$ cat src/rtl/fp_sub_norm.sv
// Post-subtraction normaliser: left-justifies a 24-bit mantissa difference, adjusting the exponent.
// Latency: 1 cycle to out_valid when no shift is needed, plus 1 cycle per shift step (at most 23).
// Backpressure: accepts only in IDLE; the result is held in DONE until out_ready, with no overlap.
//
// Ports:
//   clk, rst                                 rising-edge clock, synchronous active-high reset
//   in_valid/in_ready, in_mant/exp/sign      upstream handshake and raw difference
//   out_valid/out_ready, out_mant/exp/sign   downstream handshake and normalised result
//   out_zero, out_denorm, shift_cnt          status flags and total left-shift count
// Optional feature macro: NORM_BYTE_SKIP_EN (shift 8 at a time while the top byte is zero).
module fp_sub_norm (
  input  logic        clk,
  input  logic        rst,
  input  logic        in_valid,
  output logic        in_ready,
  input  logic [23:0] in_mant,
  input  logic [7:0]  in_exp,
  input  logic        in_sign,
  output logic        out_valid,
  input  logic        out_ready,
  output logic [23:0] out_mant,
  output logic [7:0]  out_exp,
  output logic        out_sign,
  output logic        out_zero,
  output logic        out_denorm,
  output logic [4:0]  shift_cnt
);

  typedef enum logic [1:0] {IDLE, SHIFT, DONE} state_t;

  state_t      state_q, state_d;
  logic [23:0] mant_q, mant_d;
  logic [7:0]  exp_q, exp_d;
  logic        sign_q, sign_d;
  logic        zero_q, zero_d;
  logic        denorm_q, denorm_d;
  logic [4:0]  cnt_q, cnt_d;

  // One shift step. SHIFT is only entered with exp >= 2 and every step stops
  // at exp == 1, so the subtraction can never go below 1.
  logic [23:0] step_mant;
  logic [7:0]  step_exp;
  logic [4:0]  step_cnt;

  always_comb begin
    step_mant = {mant_q[22:0], 1'b0};
    step_exp  = exp_q - 8'd1;
    step_cnt  = cnt_q + 5'd1;
`ifdef NORM_BYTE_SKIP_EN
    // With the top byte clear and exp >= 9, none of the seven skipped single
    // steps could have terminated, so a byte jump gives the identical result.
    if ((mant_q[23:16] == 8'h00) && (exp_q >= 8'd9)) begin
      step_mant = {mant_q[15:0], 8'h00};
      step_exp  = exp_q - 8'd8;
      step_cnt  = cnt_q + 5'd8;
    end
`endif
  end

  always_comb begin
    state_d  = state_q;
    mant_d   = mant_q;
    exp_d    = exp_q;
    sign_d   = sign_q;
    zero_d   = zero_q;
    denorm_d = denorm_q;
    cnt_d    = cnt_q;
    case (state_q)
      IDLE: begin
        if (in_valid) begin
          mant_d   = in_mant;
          exp_d    = in_exp;
          sign_d   = in_sign;
          zero_d   = 1'b0;
          denorm_d = 1'b0;
          cnt_d    = 5'd0;
          if (in_mant == 24'h000000) begin
            state_d = DONE;
            exp_d   = 8'h00;
            zero_d  = 1'b1;
          end else if (in_mant[23]) begin
            state_d = DONE;
          end else if (in_exp <= 8'd1) begin
            state_d  = DONE;
            exp_d    = 8'h00;
            denorm_d = 1'b1;
          end else begin
            state_d = SHIFT;
          end
        end
      end
      SHIFT: begin
        mant_d = step_mant;
        exp_d  = step_exp;
        cnt_d  = step_cnt;
        if (step_mant[23]) begin
          state_d = DONE;
        end else if (step_exp == 8'd1) begin
          // Ran out of exponent before the hidden bit arrived: denormal.
          state_d  = DONE;
          exp_d    = 8'h00;
          denorm_d = 1'b1;
        end
      end
      DONE: begin
        if (out_ready) state_d = IDLE;
      end
      default: state_d = IDLE;
    endcase
  end

  always_ff @(posedge clk) begin
    if (rst) begin
      state_q  <= IDLE;
      mant_q   <= 24'h000000;
      exp_q    <= 8'h00;
      sign_q   <= 1'b0;
      zero_q   <= 1'b0;
      denorm_q <= 1'b0;
      cnt_q    <= 5'd0;
    end else begin
      state_q  <= state_d;
      mant_q   <= mant_d;
      exp_q    <= exp_d;
      sign_q   <= sign_d;
      zero_q   <= zero_d;
      denorm_q <= denorm_d;
      cnt_q    <= cnt_d;
    end
  end

  assign in_ready   = (state_q == IDLE) && !rst;
  assign out_valid  = (state_q == DONE);
  assign out_mant   = mant_q;
  assign out_exp    = exp_q;
  assign out_sign   = sign_q;
  assign out_zero   = zero_q;
  assign out_denorm = denorm_q;
  assign shift_cnt  = cnt_q;

endmodule

$ cat config.mk
export PLATFORM = sky130hd
export DESIGN_NAME = fp_sub_norm
export DESIGN_NICKNAME = d
export VERILOG_FILES = /design/src/rtl/fp_sub_norm.sv
export SDC_FILE = /design/constraint.sdc
export NUM_CORES = 1
export LEC_CHECK = 0
export BUFFER_PORTS_ARGS = -buffer_cell sky130_fd_sc_hd__buf_2
export CORE_ASPECT_RATIO = 1.75
export CORE_MARGIN = 1
export CORE_UTILIZATION = 49
export CTS_CLUSTER_SIZE = 10
export DETAILED_ROUTE_END_ITERATION = 12
export PLACE_DENSITY = 0.87
export SLEW_MARGIN = 20
export SYNTH_ARGS = -nofsm -noshare
export SYNTH_HDL_FRONTEND = slang
export SYNTH_SLANG_ARGS = --single-unit
$ cat constraint.sdc
create_clock -name clk -period 2.02 [get_ports clk]
set_input_delay 0.101 -clock clk [delete_from_list [all_inputs] [get_ports clk]]
set_output_delay 0.101 -clock clk [all_outputs]
set_load 0.01 [all_outputs]
# Word level (Yosys, flattened, before mapping)
# Index checks and enable logic that the tools add are counted.
# classes
mux	27
n_reduce_logical	9
magnitude_cmp	1
add_sub_neg	2
eq_ne	8
# op_table
op	count
$mux 8	6
$pmux 24 s2	1
$logic_not 24->1	1
$mux 24	1
$pmux 8 s2	1
$mux 2	7
$pmux 5 s2	1
$eq 8x1->1 const B	1
$le 8x1->1 const B	1
$sub 8x1->8 const B	1
$mux 1	7
$ne 2x2->1 const B	3
$pmux 2 s3	1
$add 5x1->5 const B	1
$mux 5	1
$reduce_and 2->1	2
$reduce_and 4->1	1
$ne 3x3->1 const B	1
$reduce_and 3->1	1
$eq 2x1->1 const B	1
$eq 2x2->1 const B	1
$logic_not 2->1	1
$ne 2x1->1 const B	1
$pmux 1 s2	1
3 further kinds	3
# word_totals
ff_bits	42

# Logic depth before layout (Yosys ltp)
# Gate-level depths: netlist (run 1).
# depth
ltp_word	6
depth_mapped	7
mapped_depth_nobuf	7

# Least setup slack after synthesis (run 1)
# OpenSTA, ideal clock, no wires.
# synth_path
path_kind	reg-to-reg
start	register exp_q[3], in the netlist out_exp[3]
end	register denorm_q, in the netlist out_denorm
period_less_slack_ps	1792
slack_ps	228
path_buffers	1
required_time_ps	1900
path_stages_with_launch	7
t_arrival_ps	1672
path_cell_list	dfxtp_1 -> buf_6 -> or3_4 -> or4_4 -> nand4_2 -> nor4_1 -> o31a_1
# synth_via
elab_chain_cells	4
# synth_lines
item	line_no	source
start: declaration	33	logic [7:0] exp_q, exp_d;
start signal: assignment	124	exp_q <= exp_d;
$sub 8x1->8	47	step_exp = exp_q - 8'd1;
$eq 8x1->1	98	end else if (step_exp == 8'd1) begin
$ne 2x2->1 (no line)	--	
$reduce_and 4->1 (no line)	--	
end signal: assignment	127	denorm_q <= denorm_d;
end: declaration	36	logic denorm_q, denorm_d;
# No other way between the ends.
# A chain may end at the register's enable or synchronous reset.

# Worst setup path after layout (run 1)
# layout_path
start	register exp_q[0], in the netlist out_exp[0]
end	register exp_q[0], in the netlist out_exp[0]
# layout_via
elab_chain_cells	5
# layout_lines
item	line_no	source
$sub 8x1->8 (*)	47	
$eq 8x1->1	98	
$mux 8	98	
$mux 8 (*)	96	if (step_mant[23]) begin
$pmux 8 s2 (*)	68	case (state_q)
# Every way passes the cells marked *; elsewhere a longest branch is shown, timed or not.

==> flow_summary.ini, run 1 <==
[run_status]
status = completed

[hold_path]
hold_class = input port to register

[critical_path]
timing.rr.start = out_exp[0]
worstSetupEndpointType = register
r2r-end = out_exp[0]
start_kind = register
required_ns = 2.18
endpoint = out_exp[0]
critPathMaxFanout = 8
crit_start = out_exp[0]
r2r_slack_ns = 0.12
crit_type = register to register
reg2regPathDepth = 7
arrival_ns = 2.06

[route]
vias = 2418
drc = 0
ant_nets = 0
via_per_inst = 5.970
drt_iter0_drc = 61
routed_wl_mm = 6.147
first_pass_iters = 4
wl_per_cell_um = 15.18

[place]
io_buffers = 78
hpwl_mm = 4.416
place_congestion = 0.8268
post-place-ws_ns = 0.1409

[yosys]
synth-seq-cells = 42
synth_cells = 281
synth_ff_type = dfxtp_1
synth_enable_flop_cells = 0
syn_nets = 321
yosysUniqueCellTypes = 45
avgSynthCellArea_um2 = 7.743
yosysSeqAreaShare_pct = 38.64
netlist_area_um2 = 2176
yosysWarnings = 0
ys_async_sr_fraction_pct = 0

[cells_and_area]
diodes = 0
fillers = 391
drive_gt1_share_pct = 31.46
fin_nets = 395
area_growth_pct = 26.57
final_util_pct = 65.74

[power_and_ir_drop]
cellLeakagePower_uw = 0.001241
clock_power_share_pct = 28.2
vdd_drop_max_mv = 0.5073
combPwrFrac_pct = 28.2
p_seq_share_pct = 43.7
p_per_area_nw_per_um2 = 850.5
switching_power_uw = 774.7
p_int_uw = 1568
swShare_pct = 33.08

[clocking]
clk_latency_ns = 0.30
ctsRootBufferMaster = clkbuf_8
clk_path_buf_depth = 2
cts_tree = yes
cts_hold_buf = 0
numCtsBuffers = 5
path_clk_slew_ns = 0.08
htreeDepth = 2
cts.sinks = 42

[sta]
setup_tns_ns = 0
slew_violations = 0
setup_ws_ns = 0.1202
finalSetupViolations = 0
max_freq_ghz = 0.5264
finalHoldViolCount = 0
holdWs_ns = 0.04516
relSlewSlack_pct = 71.31
rsz0062_at_grt = false
clock_skew_ns = 0.005820
tightest_slew_ns = 0.4264
period_needed_ns = 1.900
timing.final.crit_share_pct = 94.05

[die]
rows = 31
die_x_um = 52.37
ioPinCount = 79
die_area_um2 = 4721
die_h_um = 90.15
initial_core_util_pct = 51.94
core_um2 = 4189

[global_route]
grt_antenna_before_repair = 0
grt_usage_pct = 27.15
grt_overflow = 0
grt_pass1_vias = 2289
grt_max_degree = 37
grt_first_pass_wirelength_mm = 9.873

[flow_run]
max_cap_viol_count = 0
==> power by group through the flow <==
stage,sequential [µW],combinational [µW],clock (µW)
6_report,1020,660,659
3_5_place_dp,1040,651,0
2_1_floorplan,1060,385,0
5_1_grt,1040,725,710
3_3_place_gp,1030,633,0
4_1_cts,1020,657,668
==> repair_timing <==
action                     4_1_cts  5_1_grt
resized for setup                1        2
buffers inserted                 0        0
setup endpoints to repair        1        1
==> worst min-delay path by stage <==
stage	from	end	slack, ns	depth (start not counted)
2_1_floorplan	in_sign	out_sign	0.24	2
3_3_place_gp	in_sign	out_sign	0.35	3
3_5_place_dp	in_sign	out_sign	0.37	3
4_1_cts	in_sign	out_sign	0.05	3
5_1_grt	in_sign	out_sign	0.07	3
6_report	in_sign	out_sign	0.05	3
==> cell families after synthesis <==
group | Yosys count | share of synthesized area (%)
multiplexers | 1 | 0.5175
buffers and inverters | 24 | 4.543
XOR/XNOR | 5 | 2.013
flip-flops | 42 | 38.64
AO/OA/AOI/OAI | 63 | 22.71
AND/OR/NAND/NOR | 143 | 29.84
adder cells (fa/ha/maj) | 3 | 1.725
==> sequential cells by signal, indices dropped and copies added, names as in the netlist <==
| signal | count |
|---|---|
| out_exp | 8 |
| shift_cnt | 5 |
| state_q | 2 |
| out_mant | 24 |
| out_denorm | 1 |
| out_zero | 1 |
| out_sign | 1 |
==> worst max-delay path: stages, from the launching register on <==
cell     delay (ns)
dfxtp_2        0.41
inv_1          0.09
ha_1           0.25
nor3b_1        0.16
xnor2_1        0.25
nand4_2        0.17
o31ai_2        0.29
o31ai_1        0.15
==> metrics by stage <==
stage	cells	instance area [µm²]	total power, µW
global placement	397	2638	1665
finish	405	2754	2342
floorplan	281	2176	1443
global route	405	2754	2474
CTS	405	2748	2345
detailed placement	397	2638	1689
==> placed cells by master (no fill, tap or decap), drive strengths merged, types with 2 or more instances in the layout <==
master / instances
a31oi: 4
or3: 2
dfxtp: 42
o31ai: 4
ha: 3
buf: 88
inv: 3
nor4: 9
nor3: 8
nor2b: 3
nand2: 56
a22oi: 4
o22a: 2
xnor2: 4
a211oi: 3
clkbuf: 5
nand3: 4
o21ai: 6
a311oi: 25
nor3b: 3
clkinv: 2
nor2: 51
a21oi: 8
==> cell type report <==
cell class / instances / area (µm²) / area share [%]
clock buffers: 5 / 68.82 / 2.499
clock inverters: 3 / 40.04 / 1.454
inverters: 3 / 11.26 / 0.4089
multi-input cells: 215 / 1251 / 45.43
flip-flops and latches: 42 / 843.3 / 30.62
well taps: 49 / 61.31 / 2.226
repair buffers: 88 / 478.0 / 17.36
==> cells in the mapped netlist, types with 2 or more instances <==
library cell	count	area share [%]
xnor2_1	4	1.6
nor2_1	51	8.8
dfxtp_1	42	39
nor2b_1	3	0.86
a22oi_1	4	1.4
nor4_1	9	2.6
ha_1	3	1.7
nor3b_1	3	1.0
a31oi_1	4	1.1
o31ai_1	3	1.0
o21ai_0	5	1.1
o22a_1	2	0.81
nand3_1	3	0.69
nand2_1	56	9.7
a21oi_1	7	1.6
a211oi_2	2	1.1
clkbuf_1	19	3.3
inv_1	3	0.52
a311oi_1	25	10
nor3_1	8	1.8
==> metal layers <==
layer / share of wire [%] / global-route usage (%) / vias to the layer above / routed length [µm]
met2: 51 / 46.62 / 93 / 3144
met1: 40 / 29.97 / 1152 / 2467
met4: 3.0 / 14.25 / 0 / 186
li1: - / - / 1155 / -
met3: 5.7 / 4.907 / 18 / 349
met5: 0 / 0 / - / 0
Note: power is estimated with default switching activity, not from simulation.
==> run 2, diff against run 1 <==
--- a/config.mk
+++ b/config.mk
@@ -5,6 +5,7 @@
 export SDC_FILE = /design/constraint.sdc
 export NUM_CORES = 1
 export LEC_CHECK = 0
+export ABC_AREA = 1
 export BUFFER_PORTS_ARGS = -buffer_cell sky130_fd_sc_hd__buf_2
 export CORE_ASPECT_RATIO = 1.75
 export CORE_MARGIN = 1
==> flow_summary.ini, run 2 <==
[critical_path]
r2r-end = out_exp[0]
worstSetupEndpointType = register
r2r_slack_ns = 0.24
reg2regPathDepth = 13
required_ns = 2.21
start_kind = register
crit_start = out_exp[0]
endpoint = out_exp[0]
critPathMaxFanout = 6
timing.rr.start = out_exp[0]
crit_type = register to register
arrival_ns = 1.97

[yosys]
syn_nets = 359
synth_cells = 319
synth_top_area_share_pct = 38.18
synth_enable_flop_cells = 0
synth.area.top_cells = dfxtp_1 (38%), nand2_1 (14%), a31oi_1 (6.5%), nor2_1 (6.0%), o21ai_1 (4.5%)
synth-seq-cells = 42
synth_top_cell_by_area = dfxtp_1
yosysSeqAreaShare_pct = 38.18
avgSynthCellArea_um2 = 6.903
netlist_area_um2 = 2202
synth_most_common_cell = nand2_1
ys_top_cells_by_count = nand2_1 (85), dfxtp_1 (42), nor2_1 (35)
synth_ff_type = dfxtp_1
ys_async_sr_fraction_pct = 0
yosysUniqueCellTypes = 31
yosysWarnings = 0

[sta]
timing.final.crit_share_pct = 88.26
rsz0062_at_grt = false
slew_violations = 0
tightest_slew_ns = 0.4429
finalHoldViolCount = 0
finalSetupViolations = 0
max_freq_ghz = 0.5609
period_needed_ns = 1.783
setup_tns_ns = 0
holdWs_ns = 0.06172
relSlewSlack_pct = 70.47
clock_skew_ns = 0.009175

[power_and_ir_drop]
p_int_uw = 1649
switching_power_uw = 954.0
combPwrFrac_pct = 33.1
swShare_pct = 36.64
vdd_drop_max_mv = 0.7105
p_seq_share_pct = 41.5
cellLeakagePower_uw = 0.001319
p_per_area_nw_per_um2 = 962.4
clock_power_share_pct = 25.4

[clocking]
clk_path_buf_depth = 2
cts.sinks = 42
ctsRootBufferMaster = clkbuf_8
post_cts_buffers = 0
cts_resized = 0
cts_hold_buf = 0
cts_tree = yes
clk_latency_ns = 0.30
path_clk_slew_ns = 0.08
numCtsBuffers = 5
htreeDepth = 2

[cells_and_area]
fin_cells = 442
stdcell_area_um2 = 2705
final_util_pct = 63.98
fillers = 399
layout_common_cells = nand2_1 (85), buf_2 (78), dfxtp_1 (42), nor2_1 (35), a31oi_1 (23)
multi_input_area_um2 = 1181
diodes = 0
area_growth_pct = 22.84
drive_gt1_share_pct = 27.23
fin_nets = 432
seq_area_um2 = 840.8
largest_register_ffs = 24
layout.cells.most_common = nand2_1

[die]
die_x_um = 52.68
core_um2 = 4228
initial_core_util_pct = 52.09
rows = 31
die_h_um = 90.69
die_area_um2 = 4777
ioPinCount = 79

[route]
ant_nets = 0
via_per_inst = 5.575
wl_per_cell_um = 13.54
drc = 0
drt_iter0_drc = 78
first_pass_iters = 4
routed_wl_mm = 5.984
vias = 2464

[run_status]
status = completed

[hold_path]
hold_class = input port to register

[global_route]
grt_usage_pct = 26.54
grt_pass1_vias = 2323
grt_antenna_before_repair = 0
grt_max_degree = 51
grt_overflow = 0
grt_first_pass_wirelength_mm = 9.749

[place]
io_buffers = 78
placed_cell_area_um2 = 2599
hpwl_mm = 4.474
dp_cells = 434
place_congestion = 0.9366

[flow_run]
max_cap_viol_count = 0
run 2: logic make-up (layout without fill, tap and decap cells):
| group | Yosys count | count (layout) | synth area share [%] |
|---|---|---|---|
| AND/OR/NAND/NOR | 150 | 150 | 29.77 |
| AO/OA/AOI/OAI | 83 | 83 | 21.76 |
| flip-flops | 42 | 42 | 38.18 |
| buffers and inverters | 40 | 114 | 8.182 |
| adder cells (fa/ha/maj) | 3 | 3 | 1.705 |
| XOR/XNOR | 1 | 1 | 0.3978 |
run 2: critical path, cell delays in order (launching register included):
cell     delay (ns)
dfxtp_1        0.34
inv_1          0.16
ha_1           0.24
inv_1          0.05
nor2_1         0.16
nand3_1        0.10
nand2_1        0.07
nand2_1        0.07
nor2_2         0.10
nand3_2        0.08
nand2_2        0.09
nand2_1        0.06
a21oi_1        0.12
nor2_1         0.05
run 2: power groups by stage:
stage,clock network [µW],logic [µW],registers [µW]
3_5_place_dp,0,861,1090
5_1_grt,702,962,1090
4_1_cts,671,862,1080
6_report,662,861,1080
2_1_floorplan,0,543,1130
3_3_place_gp,0,843,1090
run 2: how the worst min path moves through the flow:
stage	cells after the start	slack [ns]	to	startpoint
final	3	0.06	out_exp[3]	in_exp[3]
after global routing	3	0.08	out_exp[3]	in_exp[3]
after CTS	3	0.06	out_exp[3]	in_exp[3]
after detailed placement	3	0.38	out_exp[3]	in_exp[3]
after global placement	3	0.36	out_sign	in_sign
after floorplan	2	0.24	out_exp[3]	in_exp[3]
run 2: cell type report:
| cell class | count | share of cell area [%] |
|---|---|---|
| multi-input cells | 237 | 43.66 |
| clock inverters | 1 | 1.110 |
| inverters | 24 | 3.515 |
| flip-flops and latches | 42 | 31.08 |
| well taps | 49 | 2.266 |
| repair buffers | 82 | 15.54 |
| clock buffers | 7 | 2.821 |
run 2: layer usage:
layer / vias up / share of wire, % / wire [µm] / GRT usage (%)
met4: 0 / 2.7 / 161 / 13.38
met2: 95 / 55 / 3301 / 46.84
met5: - / 0 / 0 / 0
met3: 15 / 5.6 / 333 / 4.714
li1: 1212 / - / - / -
met1: 1142 / 37 / 2186 / 28.41
run 2: metrics by stage:
| step | worst slack [ns] | power (µW) |
|---|---|---|
| after floorplan | 0.4079 | 1675 |
| final | 0.2371 | 2603 |
| after detailed placement | 0.2711 | 1954 |
| after global routing | 0.03594 | 2759 |
| after CTS | 0.2597 | 2609 |
| after global placement | 0.3185 | 1935 |
==> run 3, diff against run 2 <==
--- a/config.mk
+++ b/config.mk
@@ -7,12 +7,13 @@
 export LEC_CHECK = 0
 export ABC_AREA = 1
 export BUFFER_PORTS_ARGS = -buffer_cell sky130_fd_sc_hd__buf_2
+export CAP_MARGIN = 10
 export CORE_ASPECT_RATIO = 1.75
 export CORE_MARGIN = 1
-export CORE_UTILIZATION = 49
+export CORE_UTILIZATION = 47
 export CTS_CLUSTER_SIZE = 10
 export DETAILED_ROUTE_END_ITERATION = 12
-export PLACE_DENSITY = 0.87
+export PLACE_DENSITY = 0.84
 export SLEW_MARGIN = 20
 export SYNTH_ARGS = -nofsm -noshare
 export SYNTH_HDL_FRONTEND = slang
==> flow_summary.ini, run 3 (same netlist as run 2, synthesis figures left out) <==
[sta]
max_freq_ghz = 0.5594
holdWs_ns = 0.05219
relSlewSlack_pct = 70.40
setup_ws_ns = 0.2323
setup_tns_ns = 0
finalSetupViolations = 0
rsz0062_at_grt = false
slew_violations = 0
clock_skew_ns = 0.009826
timing.final.crit_share_pct = 88.50
finalHoldViolCount = 0
tightest_slew_ns = 0.4439
period_needed_ns = 1.788

[clocking]
clk_latency_ns = 0.30
cts_hold_buf = 0
clk_path_buf_depth = 2
path_clk_slew_ns = 0.09
post_cts_buffers = 0
cts.sinks = 42
numCtsBuffers = 5
htreeDepth = 2
ctsRootBufferMaster = clkbuf_8
cts_tree = yes
cts_resized = 0

[route]
routed_wl_mm = 6.241
top_layer_used = met4
drt_iter0_drc = 69
drc = 0
met2_length_mm = 3.316
via_per_inst = 5.570
wl_met1_mm = 2.288
ant_nets = 0
wl_per_cell_um = 14.06
dr_wl_met3_um = 320
vias = 2473
first_pass_iters = 4

[critical_path]
start_kind = register
r2r-end = state_q[0]
required_ns = 2.22
reg2regPathDepth = 13
worstSetupEndpointType = register
timing.rr.start = out_exp[0]
worst_path_max_delay_cell = dfxtp_1
arrival_ns = 1.99
r2r_slack_ns = 0.23
crit_type = register to register
worstPathCellList = inv_1, ha_1, inv_1, nor2_1, nand3_1, nand2_1, nand2_1, nor2_2, nand3_2, nand3b_1, o21ai_1, nand2_1, inv_1
max_stage_delay_ns = 0.33
critPathMaxFanout = 6

[cells_and_area]
drive_gt1_share_pct = 27.74
diodes = 0
largest_register_ffs = 24
layout_common_cells = nand2_1 (85), buf_2 (78), dfxtp_1 (42), nor2_1 (35), a31oi_1 (23)
fin_cells = 444
layout.cells.most_common = nand2_1
area_growth_pct = 24.38
fin_nets = 432

[run_status]
status = completed

[die]
initial_core_util_pct = 49.55
core_um2 = 4444
die_area_um2 = 4974
rows = 32
die_x_um = 53.75
ioPinCount = 79
die_h_um = 92.55

[place]
post-place-ws_ns = 0.2538
hpwl_mm = 4.557
io_buffers = 78
place_congestion = 0.9062
dp_cells = 436

[power_and_ir_drop]
power.total_uw = 2756
p_per_area_nw_per_um2 = 1006
cellLeakagePower_uw = 0.001334
vdd_drop_max_mv = 0.6819

[hold_path]
worst_hold_path.num_cells = 3
hold_end = out_sign
hp-start = in_sign
hold_class = input port to register

[global_route]
grt_overflow = 0
grt_pass1_vias = 2339
grt_max_degree = 51
grt_antenna_before_repair = 0
grt_first_pass_wirelength_mm = 10.01
grt_usage_pct = 27.10

[flow_run]
max_cap_viol_count = 0
-- run 3: cell count changes in the layout (fill, tap and decap cells not counted) --
cell	delta
clkbuf_1	-2
bufinv_16	+1
clkinv_4	+1
-- run 3: layout make-up --
type | instances | area, µm²
fill | 416 | 1705
multi-input combinational | 237 | 1181
sequential | 42 | 840.8
timing repair buffer | 82 | 420.4
inverter | 24 | 95.09
clock buffer | 5 | 68.82
clock inverter | 3 | 68.82
tap | 51 | 63.81
-- run 3: how the worst max path moves through the flow --
| stage | start | endpoint | slack [ns] | cells past startpoint |
|---|---|---|---|---|
| finish | out_exp[0] | state_q[0] | 0.23 | 13 |
| global route | out_exp[0] | out_exp[0] | 0.02 | 13 |
| CTS | out_exp[0] | out_exp[0] | 0.24 | 13 |
| detailed placement | out_exp[0] | out_exp[0] | 0.25 | 13 |
| global placement | out_exp[1] | out_exp[0] | 0.35 | 10 |
| floorplan | out_exp[0] | out_exp[0] | 0.41 | 13 |
-- run 3: worst max-delay path: cells and delay by family (launching register included) --
kind            cells  cell delay, ns
fa+ha+maj           1            0.23
compound gates      1            0.09
flops               1            0.33
simple gates        8            0.80
buf+inv             3            0.25
-- run 3: layer usage --
metal / global-route usage (%) / vias to the layer above
li1: - / 1216
met1: 29.15 / 1134
met2: 45.16 / 97
met3: 5.090 / 26
met4: 18.20 / 0
met5: 0 / -
-- run 3: power by group --
part	switching, µW	leakage [µW]	internal (µW)
registers	127	0.000348	956
logic	545	0.000918	322
clock network	310	0.0000683	495
-- run 3: through the flow --
step	cell area, µm²	utilization [%]
floorplan	2202	-
detailed placement	2601	58.53
CTS	2739	61.63
global route	2739	61.63
finish	2739	61.63
global placement	2601	58.53
